==> src/rtl/adj_clock_divider_multi.sv <==
// Multi-channel adjustable clock divider: each channel emits a 50% duty divided clock
// and a rising-edge tick; reloaded divisors take effect only at half-period boundaries.
module adj_clock_divider_multi #(
    parameter int CHANNELS    = 4,
    parameter int DIV_WIDTH   = 16,
    parameter int DEFAULT_DIV = 1023
) (
    input  logic                                                ClkInput,
    input  logic                                                Reset,
    input  logic [CHANNELS-1:0]                                 Enable,
    input  logic                                                CfgValid,
    output logic                                                CfgReady,
    input  logic [((CHANNELS > 1) ? $clog2(CHANNELS) : 1)-1:0] CfgChannel,
    input  logic [DIV_WIDTH-1:0]                                CfgDiv,
    input  logic                                                SyncAll,
    output logic [CHANNELS-1:0]                                 ClkOutput,
    output logic [CHANNELS-1:0]                                 TickOutput,
    output logic [CHANNELS-1:0]                                 CfgPending
);
    localparam int CH_WIDTH = (CHANNELS > 1) ? $clog2(CHANNELS) : 1;
    localparam logic [DIV_WIDTH-1:0] RESET_DIV = DIV_WIDTH'(DEFAULT_DIV);

    logic [CHANNELS-1:0] pendVec_s;
    logic [CHANNELS-1:0] cfgHit_s;
    logic                selPend_s;
    logic                accept_s;

    // Pending flag of the addressed channel; an out-of-range index matches no channel
    always_comb begin
        selPend_s = 1'b0;
        for (int i = 0; i < CHANNELS; i++) begin
            selPend_s = selPend_s | (pendVec_s[i] & (CfgChannel == CH_WIDTH'(i)));
        end
    end

    assign CfgReady   = ~Reset & ~selPend_s;
    assign accept_s   = CfgValid & CfgReady;
    assign CfgPending = pendVec_s;

    // One-hot decode of an accepted write; out-of-range writes hit nothing and are dropped
    always_comb begin
        cfgHit_s = '0;
        for (int i = 0; i < CHANNELS; i++) begin
            cfgHit_s[i] = accept_s & (CfgChannel == CH_WIDTH'(i));
        end
    end

    for (genvar ch = 0; ch < CHANNELS; ch++) begin : gChan
        logic [DIV_WIDTH-1:0] cnt_r;
        logic [DIV_WIDTH-1:0] act_r;
        logic [DIV_WIDTH-1:0] shd_r;
        logic                 pend_r;
        logic                 clk_r;
        logic                 tick_r;
        logic                 boundary_s;

        // >= rather than == keeps the counter from ever wrapping past the active divisor
        assign boundary_s = (cnt_r >= act_r);

        // Counter, output toggle and shadow-to-active hand-over for one channel
        always_ff @(posedge ClkInput) begin
            if (Reset) begin
                cnt_r  <= '0;
                act_r  <= RESET_DIV;
                shd_r  <= RESET_DIV;
                pend_r <= 1'b0;
                clk_r  <= 1'b0;
                tick_r <= 1'b0;
            end else begin
                if (SyncAll) begin
                    cnt_r  <= '0;
                    clk_r  <= 1'b0;
                    tick_r <= 1'b0;
                    if (pend_r) begin
                        act_r <= shd_r;
                    end
                end else if (Enable[ch]) begin
                    if (boundary_s) begin
                        cnt_r  <= '0;
                        clk_r  <= ~clk_r;
                        tick_r <= ~clk_r;
                        if (pend_r) begin
                            act_r <= shd_r;
                        end
                    end else begin
                        cnt_r  <= cnt_r + DIV_WIDTH'(1);
                        tick_r <= 1'b0;
                    end
                end else begin
                    // A stopped channel has no boundary to wait for, so take the new divisor now
                    tick_r <= 1'b0;
                    if (pend_r) begin
                        act_r <= shd_r;
                        cnt_r <= '0;
                    end
                end

                // A write in the same cycle as an apply lands after the old value is consumed
                if (cfgHit_s[ch]) begin
                    shd_r  <= CfgDiv;
                    pend_r <= 1'b1;
                end else if (SyncAll || !Enable[ch] || boundary_s) begin
                    pend_r <= 1'b0;
                end
            end
        end

        assign ClkOutput[ch]  = clk_r;
        assign TickOutput[ch] = tick_r;
        assign pendVec_s[ch]  = pend_r;
    end

endmodule
==> config.mk <==
export PLATFORM = sky130hd
export DESIGN_NAME = adj_clock_divider_multi
export DESIGN_NICKNAME = d
export VERILOG_FILES = /design/src/rtl/adj_clock_divider_multi.sv
export SDC_FILE = /design/constraint.sdc
export NUM_CORES = 1
export LEC_CHECK = 0
export CAP_MARGIN = 20
export CORE_UTILIZATION = 40
export CTS_CLUSTER_SIZE = 40
export DETAILED_ROUTE_END_ITERATION = 7
export GPL_TIMING_DRIVEN = 0
export PLACE_DENSITY_LB_ADDON = 0.25
export REMOVE_ABC_BUFFERS = 1
export SYNTH_ARGS = -nofsm -noshare
export SYNTH_HDL_FRONTEND = slang
export SYNTH_SLANG_ARGS = --single-unit
==> constraint.sdc <==
create_clock -name ClkInput -period 2.65 [get_ports ClkInput]
set_input_delay 0.53 -clock ClkInput [delete_from_list [all_inputs] [get_ports ClkInput]]
set_output_delay 0.53 -clock ClkInput [all_outputs]
set_load 0.02 [all_outputs]
==> results.yml, run 1 <==
cells_and_area:
  insertedDiodeCount: 0
  area_delta_synth_final_pct: 17.0
  post-route-util_pct: 48.1
  drive_gt1_share_pct: 8.00
  layout.cells.non_filler: 1561
  fin_nets: 1317
sta:
  slew_headroom_pct: 39.6
  finalHoldViolCount: 0
  period_minus_slack_ns: 2.55
  max_freq_ghz: 0.392
  setup_viol: 0
  whs_ns: 0.452
  period_share_pct: 96.2
  tightest_slew_ns: 0.899
  finalClockSkew_ns: 0.00801
  final-max-slew-violation-count: 0
placement:
  gp_congestion: 0.771
  io_buffers: 38
  dp_cells: 1501
  hpwl_mm: 15.5
critical_path:
  crit_arrival_ns: 2.99
  criticalPathCategory: "flip-flop to flip-flop"
  r2r_start: "gChan[0].cnt_r[0]"
  path_buf_inv: 2
  cp-end-kind: "flip-flop"
  max_stage_delay_ns: 0.55
  crit_path_start: "gChan[0].cnt_r[0]"
  reg2reg_slack_ns: 0.10
  path_cells: "inv_1 -> ha_1 -> nand2b_1 -> a2111o_1 -> a311oi_4 -> buf_4 -> nand3_4 -> or4_1 -> nand3_1"
  crit_slowest_cell: "or4_1"
  crit_required_ns: 3.10
  start_kind: "flip-flop"
  crit_fanout: 12
  crit_family: "simple AND/OR/NAND/NOR gates"
min_path:
  min_from: "gChan[3].clk_r"
  hold_path.class: "flip-flop to flip-flop"
routing:
  dr.first_iter.drc_count: 421
  antenna_left: 0
  wl_mm: 23.3
  viasPerCell: 5.29
  drc: 0
  wl_per_cell_um: 14.9
  via_count: 8251
  firstDrtPassIters: 8
yosys:
  synth-simple-area-share_pct: 25.1
  async_reset_ff_share_pct: 0
  synth_top_cell_by_area: "dfxtp_1"
  yosysTopAreaCellShare_pct: 40.5
  synthTopCellsByArea: "dfxtp_1, ha_1, nand2_1"
  synth_common_cells: "dfxtp_1, nand2_1, nor2_1, a21oi_1, inv_1"
  synthesis.area_mm2: 0.0101
  synth_compound_area_share_pct: 14.4
  synthCells: 1199
  synth_xor_area_share_pct: 1.04
  synthAdderAreaFrac_pct: 8.44
  yosysWarnings: 0
  synthMuxAreaShare_pct: 4.30
  synth.avg_cell_area_um2: 8.41
  yosysUniqueCellTypes: 61
  yosysMostFrequentCell: "dfxtp_1"
  synthFlopType: "dfxtp_1"
  synth_top_family_by_area: "simple AND/OR/NAND/NOR gates"
  ys_ff_latch: 204
  synth_edf_count: 0
  seq_area_frac_synth_pct: 40.5
die:
  core_area_mm2: 0.0245
  pin_count: 39
  num_rows: 57
  dieArea_mm2: 0.0258
  die_y_um: 161
  die_w_um: 161
  start_util_pct: 41.1
clocking:
  cts-root-buf: "clkbuf_16"
  path_clk_slew_ns: 0.06
  clock_sinks: 204
  cts_buffers: 22
  htree_num_levels: 1
  cts_buffer_depth: 3
  cts_tree: "built"
  clock_latency_ns: 0.51
power_and_ir_drop:
  total_power_mw: 6.83
  p_leak_nw: 4.87
  power_density_mw_per_mm2: 579
  peakVddDrop_v: 0.000451
global_routing:
  grt_pass1_wl_mm: 38.8
  antenna_found_initial: 1
  first_global_vias: 7774
  grt.overflow.total: 0
  grt_usage_pct: 18.2
  grt_max_degree: 87
status:
  status: "finished, final reports clean"
run:
  drv_cap: 0
-- cell type report --
type	instances	area, um2
Fill cell	2418	12700
Multi-Input combinational cell	854	5560
Sequential cell	204	4090
Timing Repair Buffer	63	672
Clock buffer	29	628
Tap cell	324	405
Inverter	78	297
Clock inverter	9	148
-- layout by cell type, fill, tap and decap left out, drive strengths merged, types with 35 or more instances in the layout --
cell type,netlist,routed
nor3,41,41
clkdlybuf4s50,0,35
nand2,180,180
dfxtp,204,204
mux2i,41,41
inv,78,77
ha,68,68
nor2,107,107
a21oi,79,79
-- per-stage QoR --
step                setup WS [ns]   TNS, ns  instance area, um2
detailed placement         -0.604    -36.26               10600
global placement            -5.80   -817.72               10500
global route              -0.0245   -0.0315               11800
CTS                      -0.00529  -0.00529               11600
finish                      0.101         0               11800
floorplan                  -0.108     -1.31                9740
-- cell families after synthesis --
kind of cell             Yosys count
multiplexers                      42
buffers and inverters            144
XOR/XNOR                          12
AO/OA/AOI/OAI                    215
AND/OR/NAND/NOR                  514
adder cells (fa/ha/maj)           68
flip-flops                       204
-- power breakdown --
part	switching [mW]	leakage, nW	internal [mW]	total, mW
registers	0.0312	1.65	3.11	3.14
logic	0.227	2.84	0.144	0.371
clock network	1.27	0.381	2.05	3.32
total	1.53	4.87	5.30	6.83
-- timing repair --
action | in CTS | in global routing
hold buffers | 0 | 0
gates cloned | 3 | 0
pin swaps | 5 | 4
buffers inserted | 4 | 14
gates resized for setup | 17 | 14
endpoints found under the setup margin | 95 | 102
-- worst reg2reg max path, delay by kind of cell, from the launching register on --
family / cells / cell delay, ns
AOI/OAI and AO/OA: 2 / 0.71
adders and majority gates: 1 / 0.27
and+or+nand+nor: 4 / 0.93
buffers and inverters: 2 / 0.24
DFF: 1 / 0.35
-- per-layer routing --
layer,vias to the layer above,GRT usage (%),routed length (um)
li1,4227,-,-
met1,3863,25.5,11700
met2,127,29.4,10200
met3,32,2.66,914
met4,2,4.55,512
met5,-,0,13
-- final timing paths --
| path | to | cells after the start |
|---|---|---|
| setup / recovery | gChan[0].cnt_r[15] | 9 |
| hold / removal | gChan[3].tick_r | 1 |
| setup reg to reg | gChan[0].cnt_r[15] | 9 |
| hold reg to reg | gChan[3].tick_r | 1 |
-- flip-flops by register name, summed over array words and instances (netlist names) --
register	cells
gChan.pend_r	4
gChan.clk_r	4
gChan.tick_r	4
gChan.shd_r	64
gChan.cnt_r	64
gChan.act_r	64
No activity file was read; power rests on OpenSTA's default activity.
==> inputs of run 2 (changes only) <==
- CTS_CLUSTER_DIAMETER: default -> 200
==> results.yml, run 2 (synthesis results as in run 1) <==
status:
  status: "finished, final reports clean"
clocking:
  cts_buffers: 9
  clock_latency_ns: 0.49
  path_clk_slew_ns: 0.15
  cts_tree: "built"
  clock_sinks: 204
  cts_buffer_depth: 3
  htree_num_levels: 1
  cts-root-buf: "clkbuf_16"
routing:
  wl_mm: 22.8
  antenna_left: 0
  firstDrtPassIters: 7
  wl_per_cell_um: 14.9
  dr.first_iter.drc_count: 449
  viasPerCell: 5.31
  via_count: 8141
  drc: 0
cells_and_area:
  fin_nets: 1303
  layout_common_cells: "dfxtp_1, nand2_1, nor2_1"
  fin_area_mm2: 0.0112
  post-route-util_pct: 45.7
  drive_gt1_share_pct: 6.04
  insertedDiodeCount: 0
  area_delta_synth_final_pct: 11.3
  reg_top3: "gChan.act_r x64, gChan.cnt_r x64, gChan.shd_r x64"
  final_common_cell: "dfxtp_1"
critical_path:
  start_kind: "flip-flop"
  cp-end-kind: "output pin"
  criticalPathCategory: "flip-flop to output pin"
  crit_fanout: 9
  crit_required_ns: 2.12
  crit_arrival_ns: 2.02
placement:
  hpwl_mm: 15.5
  place_area_mm2: 0.0106
  gp_congestion: 0.771
  io_buffers: 38
sta:
  slew_headroom_pct: 41.0
  rsz0062_at_grt: "yes"
  finalHoldViolCount: 0
  period_minus_slack_ns: 2.55
  finalClockSkew_ns: 0.0621
  setup_viol: 0
  final-max-slew-violation-count: 0
  max_freq_ghz: 0.393
  period_share_pct: 96.1
  tightest_slew_ns: 0.879
  whs_ns: 0.463
power_and_ir_drop:
  power_density_mw_per_mm2: 460
  total_power_mw: 5.16
  peakVddDrop_v: 0.000421
  p_leak_nw: 4.59
global_routing:
  grt_max_degree: 87
  antenna_found_initial: 0
  grt_usage_pct: 18.0
  first_global_vias: 7659
  grt.overflow.total: 0
  grt_pass1_wl_mm: 38.4
die:
  die_y_um: 161
  pin_count: 39
  start_util_pct: 41.1
  num_rows: 57
  die_w_um: 161
  core_area_mm2: 0.0245
  dieArea_mm2: 0.0258
min_path:
  hold_path.class: "flip-flop to flip-flop"
run:
  drv_cap: 0
run 2: cell types whose count changed in the layout (fill, tap and decap cells not counted), moves of 2 or more:
cell and change:
clkbuf_16 -14, buf_4 +4, bufinv_16 -4, clkinv_2 -4, buf_12 -3, clkbuf_1 -3, clkbuf_8 -3, buf_6 -2
run 2: final cells by class:
cell class	instances	area, um2
Sequential cell	204	4090
Timing Repair Buffer	62	619
Tap cell	324	405
Clock inverter	1	30.0
Fill cell	2478	13300
Multi-Input combinational cell	854	5560
Clock buffer	9	225
Inverter	78	297
run 2: repair_timing:
action                     in CTS  in global routing
setup buffers                   8                  9
resized for setup              18                 11
hold endpoints to repair        0                  0
gates cloned                    3                  0
pin swaps                       5                  4
hold buffers                    0                  0
setup endpoints to repair      97                 80
run 2: routing by layer:
metal  GRT usage, %  wire length [um]  part of all wire [%]
met3           1.70               838                   3.7
met2           29.7             10200                    45
met4           3.00               360                   1.6
met1           25.6             11500                    50
met5              0                 0                     0
run 2: report_power, final:
| group | internal, mW | leakage (nW) | switching (mW) |
|---|---|---|---|
| logic | 0.142 | 2.82 | 0.227 |
| registers | 3.11 | 1.65 | 0.0312 |
| clock network | 0.642 | 0.122 | 1.00 |
run 2: final timing paths:
| check | startpoint | endpoint | slack, ns | cells past startpoint |
|---|---|---|---|---|
| max reg2reg | gChan[3].cnt_r[1] | gChan[3].act_r[10] | 0.13 | 7 |
| max | gChan[0].pend_r | CfgReady | 0.10 | 3 |
| min reg2reg | gChan[3].clk_r | gChan[3].tick_r | 0.46 | 1 |
| min | gChan[3].clk_r | gChan[3].tick_r | 0.46 | 1 |
run 2: metrics by stage:
step,std cells,worst slack [ns],setup TNS (ns)
floorplan,1133,-0.108,-1.31
global placement,1495,-5.80,-817.72
detailed placement,1501,-0.604,-36.26
CTS,1522,0.0148,0
global route,1532,-0.0542,-0.393
finish,1532,0.104,0
run 2: worst max-delay path, cell delays in order, from the launching register on:
cell and delay, ns:
dfxtp_1 0.48, mux4_2 0.51, nor2_1 0.23, clkdlybuf4s15_2 0.30
